`config.mk`:
```
export PLATFORM = sky130hd
export DESIGN_NAME = memory_arbiter
export DESIGN_NICKNAME = d
export VERILOG_FILES = /design/src/rtl/memory_arbiter.sv
export SDC_FILE = /design/constraint.sdc
export NUM_CORES = 1
export LEC_CHECK = 0
export BUFFER_PORTS_ARGS = -buffer_cell sky130_fd_sc_hd__buf_2
export CAP_MARGIN = 20
export CORE_UTILIZATION = 41
export CTS_BUF_LIST = sky130_fd_sc_hd__clkbuf_8
export DETAILED_ROUTE_END_ITERATION = 12
export PLACE_DENSITY = 0.86
export SYNTH_ARGS = -nofsm -noshare
export SYNTH_HDL_FRONTEND = slang
export SYNTH_SLANG_ARGS = --single-unit
```
`constraint.sdc`:
```
create_clock -name clk -period 1.35 [get_ports clk]
set_clock_uncertainty 0.15 [all_clocks]
set_input_delay 0.135 -clock clk [delete_from_list [all_inputs] [get_ports clk]]
set_output_delay 0.135 -clock clk [all_outputs]
set_load 0.01 [all_outputs]
```
`src/rtl/memory_arbiter.sv`:
```
// memory_arbiter: two requesters share one single-port memory unit.
// A four-state FSM (IDLE, WR, RD_SETUP, RD_CAPTURE) serialises accesses.
// Every output is registered.
// Optional build macro MEM_ARB_ROUND_ROBIN_EN: round-robin conflict resolution.
// Without the macro, requester 0 always wins a conflict.
//
// Handshake: a requester raises reqN together with weN/addrN/wdataN and holds
// all of them until it sees gntN. gntN is a one-cycle pulse meaning the
// request was latched, so the requester may change or drop its inputs after
// that. doneN pulses once when the access has completed. For a read, rdata is
// valid in that cycle and keeps its value until the next read completes.
// A req still high in the done cycle is taken as a fresh request.
module memory_arbiter #(
    parameter int DATA_W = 8,
    parameter int ADDR_W = 3
) (
    input  logic              clk,
    input  logic              rst_n,
    input  logic              req0,
    input  logic              req1,
    input  logic              we0,
    input  logic              we1,
    input  logic [ADDR_W-1:0] addr0,
    input  logic [ADDR_W-1:0] addr1,
    input  logic [DATA_W-1:0] wdata0,
    input  logic [DATA_W-1:0] wdata1,
    output logic              gnt0,
    output logic              gnt1,
    output logic              done0,
    output logic              done1,
    output logic [DATA_W-1:0] rdata,
    output logic [DATA_W-1:0] mem_in,
    output logic [ADDR_W-1:0] mem_addr,
    output logic              mem_rw,
    input  logic [DATA_W-1:0] mem_out,
    output logic [1:0]        dbg_state
);

    typedef enum logic [1:0] {IDLE, WR, RD_SETUP, RD_CAPTURE} state_t;

    state_t            state, state_n;
    logic              owner, owner_n;   // requester being served (0 or 1)
    logic              gnt0_n, gnt1_n, done0_n, done1_n, mem_rw_n;
    logic [DATA_W-1:0] rdata_n, mem_in_n;
    logic [ADDR_W-1:0] mem_addr_n;
    logic              pick1;            // requester 1 wins this IDLE cycle
    logic              win_we;

`ifdef MEM_ARB_ROUND_ROBIN_EN
    logic prio, prio_n;                  // 1: requester 1 is favoured on a conflict

    // Round-robin winner: the requester not granted most recently
    always_comb begin
        pick1 = req1 && (!req0 || prio);
    end
`else
    // Fixed priority: requester 0 always wins
    always_comb begin
        pick1 = req1 && !req0;
    end
`endif

    assign dbg_state = state;

    // Next-state and next-output logic; every output is registered below
    always_comb begin
        state_n    = state;
        owner_n    = owner;
        gnt0_n     = 1'b0;
        gnt1_n     = 1'b0;
        done0_n    = 1'b0;
        done1_n    = 1'b0;
        mem_rw_n   = 1'b0;
        mem_addr_n = mem_addr;
        mem_in_n   = mem_in;
        rdata_n    = rdata;
        win_we     = pick1 ? we1 : we0;
`ifdef MEM_ARB_ROUND_ROBIN_EN
        prio_n     = prio;
`endif
        case (state)
            IDLE: begin
                if (req0 || req1) begin
                    owner_n    = pick1;
                    gnt0_n     = !pick1;
                    gnt1_n     = pick1;
                    mem_addr_n = pick1 ? addr1 : addr0;
                    mem_in_n   = pick1 ? wdata1 : wdata0;
`ifdef MEM_ARB_ROUND_ROBIN_EN
                    prio_n     = !pick1;
`endif
                    if (win_we) begin
                        state_n  = WR;
                        mem_rw_n = 1'b1;   // write strobe covers the gnt cycle only
                    end else begin
                        state_n  = RD_SETUP;
                    end
                end
            end
            WR: begin
                state_n = IDLE;
                done0_n = !owner;
                done1_n = owner;
            end
            RD_SETUP: begin
                state_n = RD_CAPTURE;
            end
            RD_CAPTURE: begin
                rdata_n = mem_out;          // memory data valid during this cycle
                state_n = IDLE;
                done0_n = !owner;
                done1_n = owner;
            end
            default: state_n = IDLE;
        endcase
    end

    // State and registered outputs; reset aborts any access without a done
    always_ff @(posedge clk or negedge rst_n) begin
        if (!rst_n) begin
            state    <= IDLE;
            owner    <= 1'b0;
            gnt0     <= 1'b0;
            gnt1     <= 1'b0;
            done0    <= 1'b0;
            done1    <= 1'b0;
            mem_rw   <= 1'b0;
            mem_addr <= '0;
            mem_in   <= '0;
            rdata    <= '0;
        end else begin
            state    <= state_n;
            owner    <= owner_n;
            gnt0     <= gnt0_n;
            gnt1     <= gnt1_n;
            done0    <= done0_n;
            done1    <= done1_n;
            mem_rw   <= mem_rw_n;
            mem_addr <= mem_addr_n;
            mem_in   <= mem_in_n;
            rdata    <= rdata_n;
        end
    end

`ifdef MEM_ARB_ROUND_ROBIN_EN
    // Priority pointer, favouring requester 0 out of reset
    always_ff @(posedge clk or negedge rst_n) begin
        if (!rst_n) prio <= 1'b0;
        else        prio <= prio_n;
    end
`endif

endmodule

```
==> metrics, run 1 <==
status=complete, no violations; Final HPWL DP=1710 um; Tmin final=1.34 ns; Yosys cell types=16; Final Wtd Congestion=roughly 0.73; final hold slack=roughly 0.074 ns; Core Rows=18; Initial DRC Count=5; layout cell share with drive strength beyond 1=approximately 70%; Buffers on Ports=61; HP Class=in2reg; VDD IR max=~1300 uV; initial antenna violation count=0; I/O Pins=between 60 and 70; clk_lat worst skew=between 0.2 and 0.3 ns; via count=909; Yosys warnings=0; max frequency=around 750 MHz; total power=3.30 mW; CP Max Fanout=6; chip height=54.7 um; Initial Util=~45%; Routed Wire Length=2450 um; Tcrit/Tclk final=99.2%; Final Hold Vio Count=0; Die Area=~3000 um^2; top cell type's share of synthesized area=59.3%; syn_area_per_cell=14.6 um^2; Root Driver=clkbuf_8; placed cells=169; vias in the first global route=~870; core area=approximately 2500 um^2; # H-tree levels=1; Mapped Cells=78; CTS tree=done; post-synthesis sequential area ratio=59.3%; # setup viols final=0; critical path launch point type=flop; pin count of the biggest net entering global routing=28; power per cell area=~2000 nW/um^2; area leader, netlist=dfrtp_1; clock sinks=27; CP Capture Type=flop; Reg clk slew, reported paths=0.08 ns; register area=678 um^2; synth top area cells=dfrtp_1, mux2_2, a21oi_1, nand2b_4, buf_6; final setup margin=0.0108 ns; synthesized area=1140 um^2; RSZ-0062 raised after global routing=yes; Setup WS pre-CTS=-0.117 ns; Worst slew margin=61.8%; area grow syn2layout=48.2%; hold depth=3; total negative slack=0 ns; CTS Buffer Depth=2; #FFs+latches synth=27; Max-Cap Viols=0; Slew @ Worst Pin=about 0.57 ns; drt first pass iters=2; Layout Nets=194; Final ANT Viol Nets=0; footprint of the multi-input gates=478 um^2; WL/cell=between 10 and 15 um; Max Slew Vio Count=0; setup slack, reg-to-reg=around 0.011 ns; clock buffer count from CTS=3; WP data required=1.35 ns; Reg2Reg Depth=3; ANT cells=0; DIE WIDTH=around 55 um; first-pass GRT wire length=3530 um; Leak=roughly 0.84 nW; DRC Markers=0; Syn Nets=114; fin cells=187; Global Route Usage Sum=17.0%; remaining global-route overflow=0; critical path type=reg2reg; fillers=approximately 200; Vias/cell=between 4 and 5; Worst Path Arrival=1.34 ns
==> state kept, by name, summed over array words and instances, names as in the netlist <==
register	cells
dbg_state	2
done0	1
done1	1
gnt0	1
gnt1	1
mem_addr	3
mem_in	8
mem_rw	1
owner	1
rdata	8
==> path summary, 6_finish.rpt <==
path                         startpoint           end
min in group asynchronous         rst_n      rdata[4]
max                        dbg_state[0]     mem_in[6]
max reg2reg                dbg_state[0]     mem_in[6]
min                            addr1[1]   mem_addr[1]
min reg2reg                       owner         done0
max in group asynchronous         rst_n  dbg_state[0]
==> cell usage in the layout, fill, tap and decap left out <==
cell	count
and2_1	1
mux2_2	30
nand2_2	1
buf_2	61
dfrtp_2	2
nand2b_4	1
nor2_4	1
clkbuf_8	3
dfrtp_1	25
nor3_1	1
buf_4	4
o21ai_4	2
and2_2	1
nand3b_1	1
dlygate4sd3_1	11
a21oi_1	6
or2_2	1
nand2_1	1
nor2_1	1
inv_1	2
nor2b_1	1
==> Yosys cell counts <==
| cell type | count |
|---|---|
| or2_2 | 1 |
| buf_4 | 1 |
| nor2_1 | 2 |
| inv_1 | 1 |
| and2_1 | 1 |
| nor2b_1 | 1 |
| dfrtp_1 | 27 |
| nor3_1 | 1 |
| o21ai_0 | 1 |
| mux2_2 | 30 |
| buf_6 | 1 |
| a21oi_1 | 6 |
| and2_2 | 1 |
| nand2_1 | 2 |
| nand3b_1 | 1 |
| nand2b_4 | 1 |
==> worst max-delay path: stages, from the launching register on <==
cell	delay, ns
dfrtp_2	0.45
nor2_4	0.21
o21ai_4	0.13
mux2_2	0.29
==> layout make-up <==
class / instances / share of cell area, %
sequential: 27 / 40.2
tap: 30 / 2.22
clock inverter: 1 / 0.222
multi-input combinational: 49 / 28.3
inverter: 1 / 0.222
timing repair buffer: 76 / 26.4
clock buffer: 3 / 2.45
==> layer usage <==
layer	GRT usage, %	vias to the layer above	routed length [um]
met3	6.11	0	176
met2	32.7	41	1350
met4	3.85	0	0
li1	-	429	-
met1	17.0	439	921
met5	0	-	0
==> report_power, final <==
part           internal, mW  total, mW  switching (mW)
registers              1.20       1.41           0.212
clock network         0.203      0.423           0.220
logic                 0.797       1.46           0.661
total                  2.20       3.30            1.09
==> repair_timing <==
action,4_1_cts,5_1_grt
hold buffers,11,0
endpoints found under the setup margin,19,11
gates cloned,0,1
hold endpoints to repair,37,0
pin swaps,0,1
gates resized for setup,2,1
buffers inserted,0,2
==> kinds of logic (layout without fill, tap and decap cells) <==
family / after synthesis / after routing / synth area share [%]
AOI/OAI and AO/OA: 7 / 8 / 3.08
buffers and inverters: 3 / 81 / 1.98
DFF: 27 / 27 / 59.3
muxes: 30 / 30 / 29.7
and+or+nand+nor: 11 / 11 / 5.94
==> through the flow <==
stage,utilization (%),instance area [um^2]
after floorplan,-,1150
after global placement,58.6,1490
after detailed placement,58.6,1490
after global routing,66.3,1690
final,66.3,1690
after CTS,65.1,1660
No activity file was read; power rests on OpenSTA's default activity.
==> inputs of run 2 (changes only) <==
- ABC_AREA: unset -> 1
- GPL_ROUTABILITY_DRIVEN: unset -> 0
==> run 2 against run 1 <==
Non-clock buffer count grew 1. Routed wire length increased by 19%. Global-route usage grew 3.5 points. Die area is 4.2% higher. Sequential cell count did not move. Core utilization decreased by 5.1 points. Synthesized cell count up 95%. Via count grew 33%. Design area about the same. Critical path depth fell by 1. Synthesized area increased by 4.4%. Largest cell class unchanged.
==> metrics, run 2 <==
status=complete, no violations (unchanged); Max-Cap Viols=0 (unchanged); I/O Pins=62 (unchanged); Layout Nets=263 (was 194); #FFs+latches synth=27 (unchanged); first-pass GRT wire length=5150 um (was 3530 um); # setup viols final=0 (unchanged); Tcrit/Tclk final=93.6% (was 99.2%); Routed Wire Length=2930 um (was 2450 um); Vias/cell=4.70 (was 4.86); vias in the first global route=1155 (was 867); WL/cell=11.4 um (was 13.1 um); Die Area=3120 um^2 (was 2990 um^2); area leader, netlist=dfrtp_1 (unchanged); Yosys warnings=0 (unchanged); RSZ-0062 raised after global routing=no (was yes); CTS tree=done (unchanged); power per cell area=1890 nW/um^2 (was 1950 nW/um^2); placed cells=242 (was 169); top cell type's share of synthesized area=56.8% (was 59.3%); CP Capture Type=output pin (was flop); post-synthesis sequential area ratio=56.8% (was 59.3%); Yosys cell types=9 (was 16); Initial DRC Count=25 (was 5); layout cell share with drive strength beyond 1=31.4% (was 68.2%); chip height=55.8 um (was 54.7 um); remaining global-route overflow=0 (unchanged); Slew @ Worst Pin=0.577 ns (was 0.572 ns); critical path type=reg2out (was reg2reg); Final ANT Viol Nets=0 (unchanged); Reg clk slew, reported paths=0.08 ns (about the same); Core Rows=19 (was 18); via count=1207 (was 909); clock sinks=27 (unchanged); synthesized area=1190 um^2 (was 1140 um^2); syn_area_per_cell=7.82 um^2 (was 14.6 um^2); max frequency=791 MHz (was 747 MHz); drt first pass iters=4 (was 2); area grow syn2layout=42.1% (was 48.2%); Tmin final=1.26 ns (was 1.34 ns); largest registers=mem_in: 8 flops, rdata: 8 flops, mem_addr: 3 flops (unchanged); pin count of the biggest net entering global routing=28 (unchanged); Global Route Usage Sum=20.5% (was 17.0%); Initial Util=43.1% (was 44.7%); commonest cells after routing, fill and taps aside=nand2_1, buf_2, dfrtp_1 (was buf_2, mux2_2, dfrtp_1); Leak=1.03 nW (was 0.838 nW); setup slack, reg-to-reg=0.12 ns (was 0.01 ns); total negative slack=0 ns (unchanged); ANT cells=0 (unchanged); asr flop ratio synth=100% (unchanged); Worst slew margin=61.5% (was 61.8%); initial antenna violation count=0 (unchanged); # H-tree levels=1 (unchanged); fin cells=257 (was 187); Syn Nets=188 (was 114); Worst Path Arrival=0.98 ns (was 1.34 ns); cell with the most instances after synthesis=nand2_1 (was mux2_2); Root Driver=clkbuf_8 (unchanged); most frequently used flop master after synthesis=dfrtp_1 (unchanged); clk_lat worst skew=0.27 ns (was 0.26 ns); synth top area cells=dfrtp_1, nand2_1, nand3_1, inv_1, buf_2 (was dfrtp_1, mux2_2, a21oi_1, nand2b_4, buf_6); CTS Buffer Depth=2 (unchanged); DRC Markers=0 (unchanged); CP Max Fanout=13 (was 6); VDD IR max=1050 uV (was 1290 uV); core area=2760 um^2 (was 2540 um^2); Max Slew Vio Count=0 (unchanged); critical path launch point type=flop (unchanged); clock buffer count from CTS=3 (unchanged); HP Class=in2reg (unchanged); Mapped Cells=152 (was 78); Final HPWL DP=1950 um (was 1710 um); Final Hold Vio Count=0 (unchanged); synth cell count leaders=nand2_1, dfrtp_1, nand3_1 (was mux2_2, dfrtp_1, a21oi_1); DIE WIDTH=55.8 um (was 54.7 um); commonest non-fill, non-tap cell in the layout=nand2_1 (was buf_2); Buffers on Ports=61 (unchanged); WP data required=1.07 ns (was 1.35 ns); Post-synth EDFFs=0 (unchanged)
[run 2: cell types whose count changed in the layout (fill, tap and decap cells not counted), sizes merged, moves of 2 or more]
cell	delta
a21oi	-6
nand3	+21
nand2	+81
nor2	+4
and2	-2
mux2	-30
inv	+5
[run 2: area by class of cell]
cell class	instances	area, um^2
sequential	27	676
clock buffer	3	41.3
multi-input combinational	111	447
fill	242	1070
tap	31	38.8
clock inverter	1	3.75
timing repair buffer	77	453
inverter	7	30.0
[run 2: kinds of logic after synthesis]
logic type | after synthesis | synth area share [%]
flops | 27 | 56.8
compound gates | 1 | 0.421
buf+inv | 14 | 5.58
simple gates | 110 | 37.2
[run 2: worst paths after layout]
kind | startpoint | end | cells after the start
setup / recovery | dbg_state[0] | dbg_state[0] | 2
hold / removal | addr0[0] | mem_addr[0] | 5
setup reg to reg | dbg_state[1] | owner | 5
hold reg to reg | owner | done0 | 1
max in group asynchronous | rst_n | mem_addr[2] | 2
min in group asynchronous | rst_n | rdata[3] | 2
[run 2: metrics by stage]
step	setup slack, ns	hold WS [ns]	area (um^2)	utilization, %	total power, mW
2_1_floorplan	0.155	-0.311	1190	-	2.16
3_3_place_gp	0.107	0.0111	1530	55.5	2.69
3_5_place_dp	0.0824	0.0173	1530	55.5	2.73
4_1_cts	0.0604	0.00104	1690	61.1	3.19
5_1_grt	0.0458	0.0121	1690	61.3	3.47
6_report	0.0865	0.00365	1690	61.3	3.19
[run 2: report_power, final]
part	internal [mW]	switching, mW
combinational	0.567	0.851
clock	0.204	0.232
sequential	1.17	0.164
[run 2: worst max-delay path, cell delays in order, from the launching register on]
cell	delay (ns)
dfrtp_1	0.38
buf_4	0.18
buf_2	0.15
[run 2: per-layer routing]
metal | up-vias | global-route usage [%] | part of all wire, %
li1 | 614 | - | -
met1 | 550 | 26.8 | 43
met2 | 38 | 35.3 | 52
met3 | 5 | 2.56 | 4.1
met4 | 0 | 6.97 | 1.4
met5 | - | 0 | 0
[run 2: repair_timing]
action | in CTS | in global routing
resized for setup | 0 | 1
endpoints found under the setup margin | 0 | 6
endpoints found under the hold margin | 37 | 0
hold buffers | 11 | 0
setup buffers | 0 | 0
==> inputs of run 3 (changes only) <==
- CORE_MARGIN: unset -> 10
- CORE_UTILIZATION: 41 -> 46
- PLACE_DENSITY: 0.86 -> 0.9
- clock period: 1.35 -> 1.3 ns (I/O delays scaled with it)
==> run 3 against run 2 <==
The flow now finishes with violations (negative hold slack). Critical path depth unchanged. Register-to-register slack got worse by 0.06 ns. Sequential cell count unchanged. Routed wire length increased by 23%. Largest cell class unchanged. Largest power group unchanged. Highest routed layer unchanged.
==> metrics, run 3 (same netlist as run 2, synthesis figures left out) <==
status=finished, violations left (was complete, no violations); failing checks=negative hold slack; Worst Path Arrival=0.98 ns (about the same); clock buffer count from CTS=3 (unchanged); total negative slack=0 ns (unchanged); Final Hold Vio Count=1 (was 0); ANT cells=0 (unchanged); remaining global-route overflow=0 (unchanged); Setup WS pre-CTS=0.00103 ns (was 0.0824 ns); clk_lat worst skew=0.27 ns (about the same); Layout Nets=265 (was 263); crit-path max cell delay=0.39 ns (was 0.38 ns); drt first pass iters=4 (unchanged); CTS Buffer Depth=2 (unchanged); Tcrit/Tclk final=96.9%; vias in the first global route=1244 (was 1155); worst path bufs/invs=2 (unchanged); Leak=1.04 nW (was 1.03 nW); DRC Markers=0 (unchanged); pin count of the biggest net entering global routing=28 (unchanged); Top Family by Delay on Critical Path=flip-flops (unchanged); post-place instance area=1530 um^2 (about the same); fin cells=258 (was 257); Die Area=5020 um^2 (was 3120 um^2); layout cell share with drive strength beyond 1=32.0% (was 31.4%); largest registers=mem_in: 8 flops, rdata: 8 flops, mem_addr: 3 flops (unchanged); WP data required=1.02 ns (was 1.07 ns); # H-tree levels=1 (unchanged); Worst slew margin=61.8% (was 61.5%); # setup viols final=0 (unchanged); Root Driver=clkbuf_8 (unchanged); met3 Resource Use GR=2.65% (was 2.56%); first-pass GRT wire length=5870 um (was 5150 um); chip height=70.8 um (was 55.8 um); final instance area=1710 um^2 (was 1690 um^2); clock sinks=27 (unchanged); max frequency=~800 MHz; power per cell area=1990 nW/um^2 (was 1890 nW/um^2); slowest stage cell, crit path=dfrtp_1 (unchanged); CP Capture Type=output pin (unchanged); core area=2480 um^2 (was 2760 um^2); HP Class=in2reg (unchanged); RSZ-0062 raised after global routing=no (unchanged); DIE WIDTH=70.8 um (was 55.8 um); final hold slack=-0.00166 ns (was 0.00365 ns); commonest non-fill, non-tap cell in the layout=nand2_1 (unchanged); CP Cell Sequence=buf_4 > buf_2 (unchanged); I/O Pins=62 (unchanged); placed cells=241 (was 242); initial antenna violation count=0 (unchanged); M2 GR Usage=23.4% (was 35.3%); Max-Cap Viols=0 (unchanged); M1 GR Usage=16.3% (was 26.8%); CTS tree=done (unchanged); Final HPWL DP=2540 um (was 1950 um); CP Max Fanout=11 (was 13); Reg clk slew, reported paths=0.09 ns (was 0.08 ns); Initial DRC Count=148 (was 25); critical path type=reg2out (unchanged); VDD IR max=1270 uV (was 1050 uV); total power=3.41 mW (was 3.19 mW); Routed Wire Length=3590 um (was 2930 um); Core Rows=18 (was 19); commonest cells after routing, fill and taps aside=nand2_1, buf_2, dfrtp_1 (unchanged); Final ANT Viol Nets=0 (unchanged); area grow syn2layout=44.1% (was 42.1%); Buffers on Ports=61 (unchanged); Tmin final=roughly 1.3 ns; Initial Util=48.0% (was 43.1%); Vias/cell=4.92 (was 4.70); gr busiest metal=met2 (unchanged); Max Slew Vio Count=0 (unchanged); critical path launch point type=flop (unchanged); via count=1269 (was 1207); Global Route Usage Sum=13.7% (was 20.5%); Slew @ Worst Pin=0.573 ns (was 0.577 ns); final setup margin=0.0401 ns (was 0.0865 ns); WL/cell=13.9 um (was 11.4 um)
## run 3: cell count changes in the layout (fill, tap and decap cells not counted), sizes merged
cell / delta
clkinvlp: +1
dlygate4sd3: +1
## run 3: layout make-up
type,instances,area (um^2)
repair buffers,78,470
clock inverters,1,3.75
fillers,194,764
clock buffers,3,41.3
inverters,7,30.0
repair inverters,1,5.00
flip-flops and latches,27,676
multi-input cells,111,449
well taps,30,37.5
## run 3: worst reg2reg max path, cell delays in order, from the launching register on
cell	delay, ns
dfrtp_1	0.38
nor2_2	0.06
nand2_2	0.12
clkinvlp_2	0.23
nand2_1	0.14
nand2_1	0.05
## run 3: through the flow
stage               utilization [%]  hold WS (ns)
floorplan                         -        -0.316
global placement               61.7       0.00368
detailed placement             61.7       0.00232
CTS                            68.5       0.00625
global route                   69.1       0.00481
finish                         69.1      -0.00166
## run 3: worst paths after layout
kind,startpoint,end,slack (ns),depth (start not counted)
max reg2reg,dbg_state[0],mem_addr[1],0.06,5
min,wdata0[4],mem_in[4],-0.002,5
min reg2reg,rdata[0],rdata[0],0.32,2
max in group asynchronous,rst_n,owner,0.38,2
min in group asynchronous,rst_n,dbg_state[0],0.24,2
max,dbg_state[1],dbg_state[1],0.04,2
## run 3: power by group
group          switching (mW)  internal (mW)
Sequential              0.180           1.21
Combinational           0.949          0.616
Clock                   0.242          0.211
## run 3: repair_timing
item,CTS,global route
resized for setup,1,3
setup endpoints to repair,4,7
buffers inserted,0,0
hold buffers,12,0
hold endpoints to repair,38,0
gates cloned,0,1
## run 3: layer usage
| layer | share of wire, % | routed length (um) |
|---|---|---|
| met1 | 40 | 1430 |
| met2 | 52 | 1880 |
| met3 | 5.9 | 210 |
| met4 | 1.8 | 63 |
| met5 | 0 | 0 |
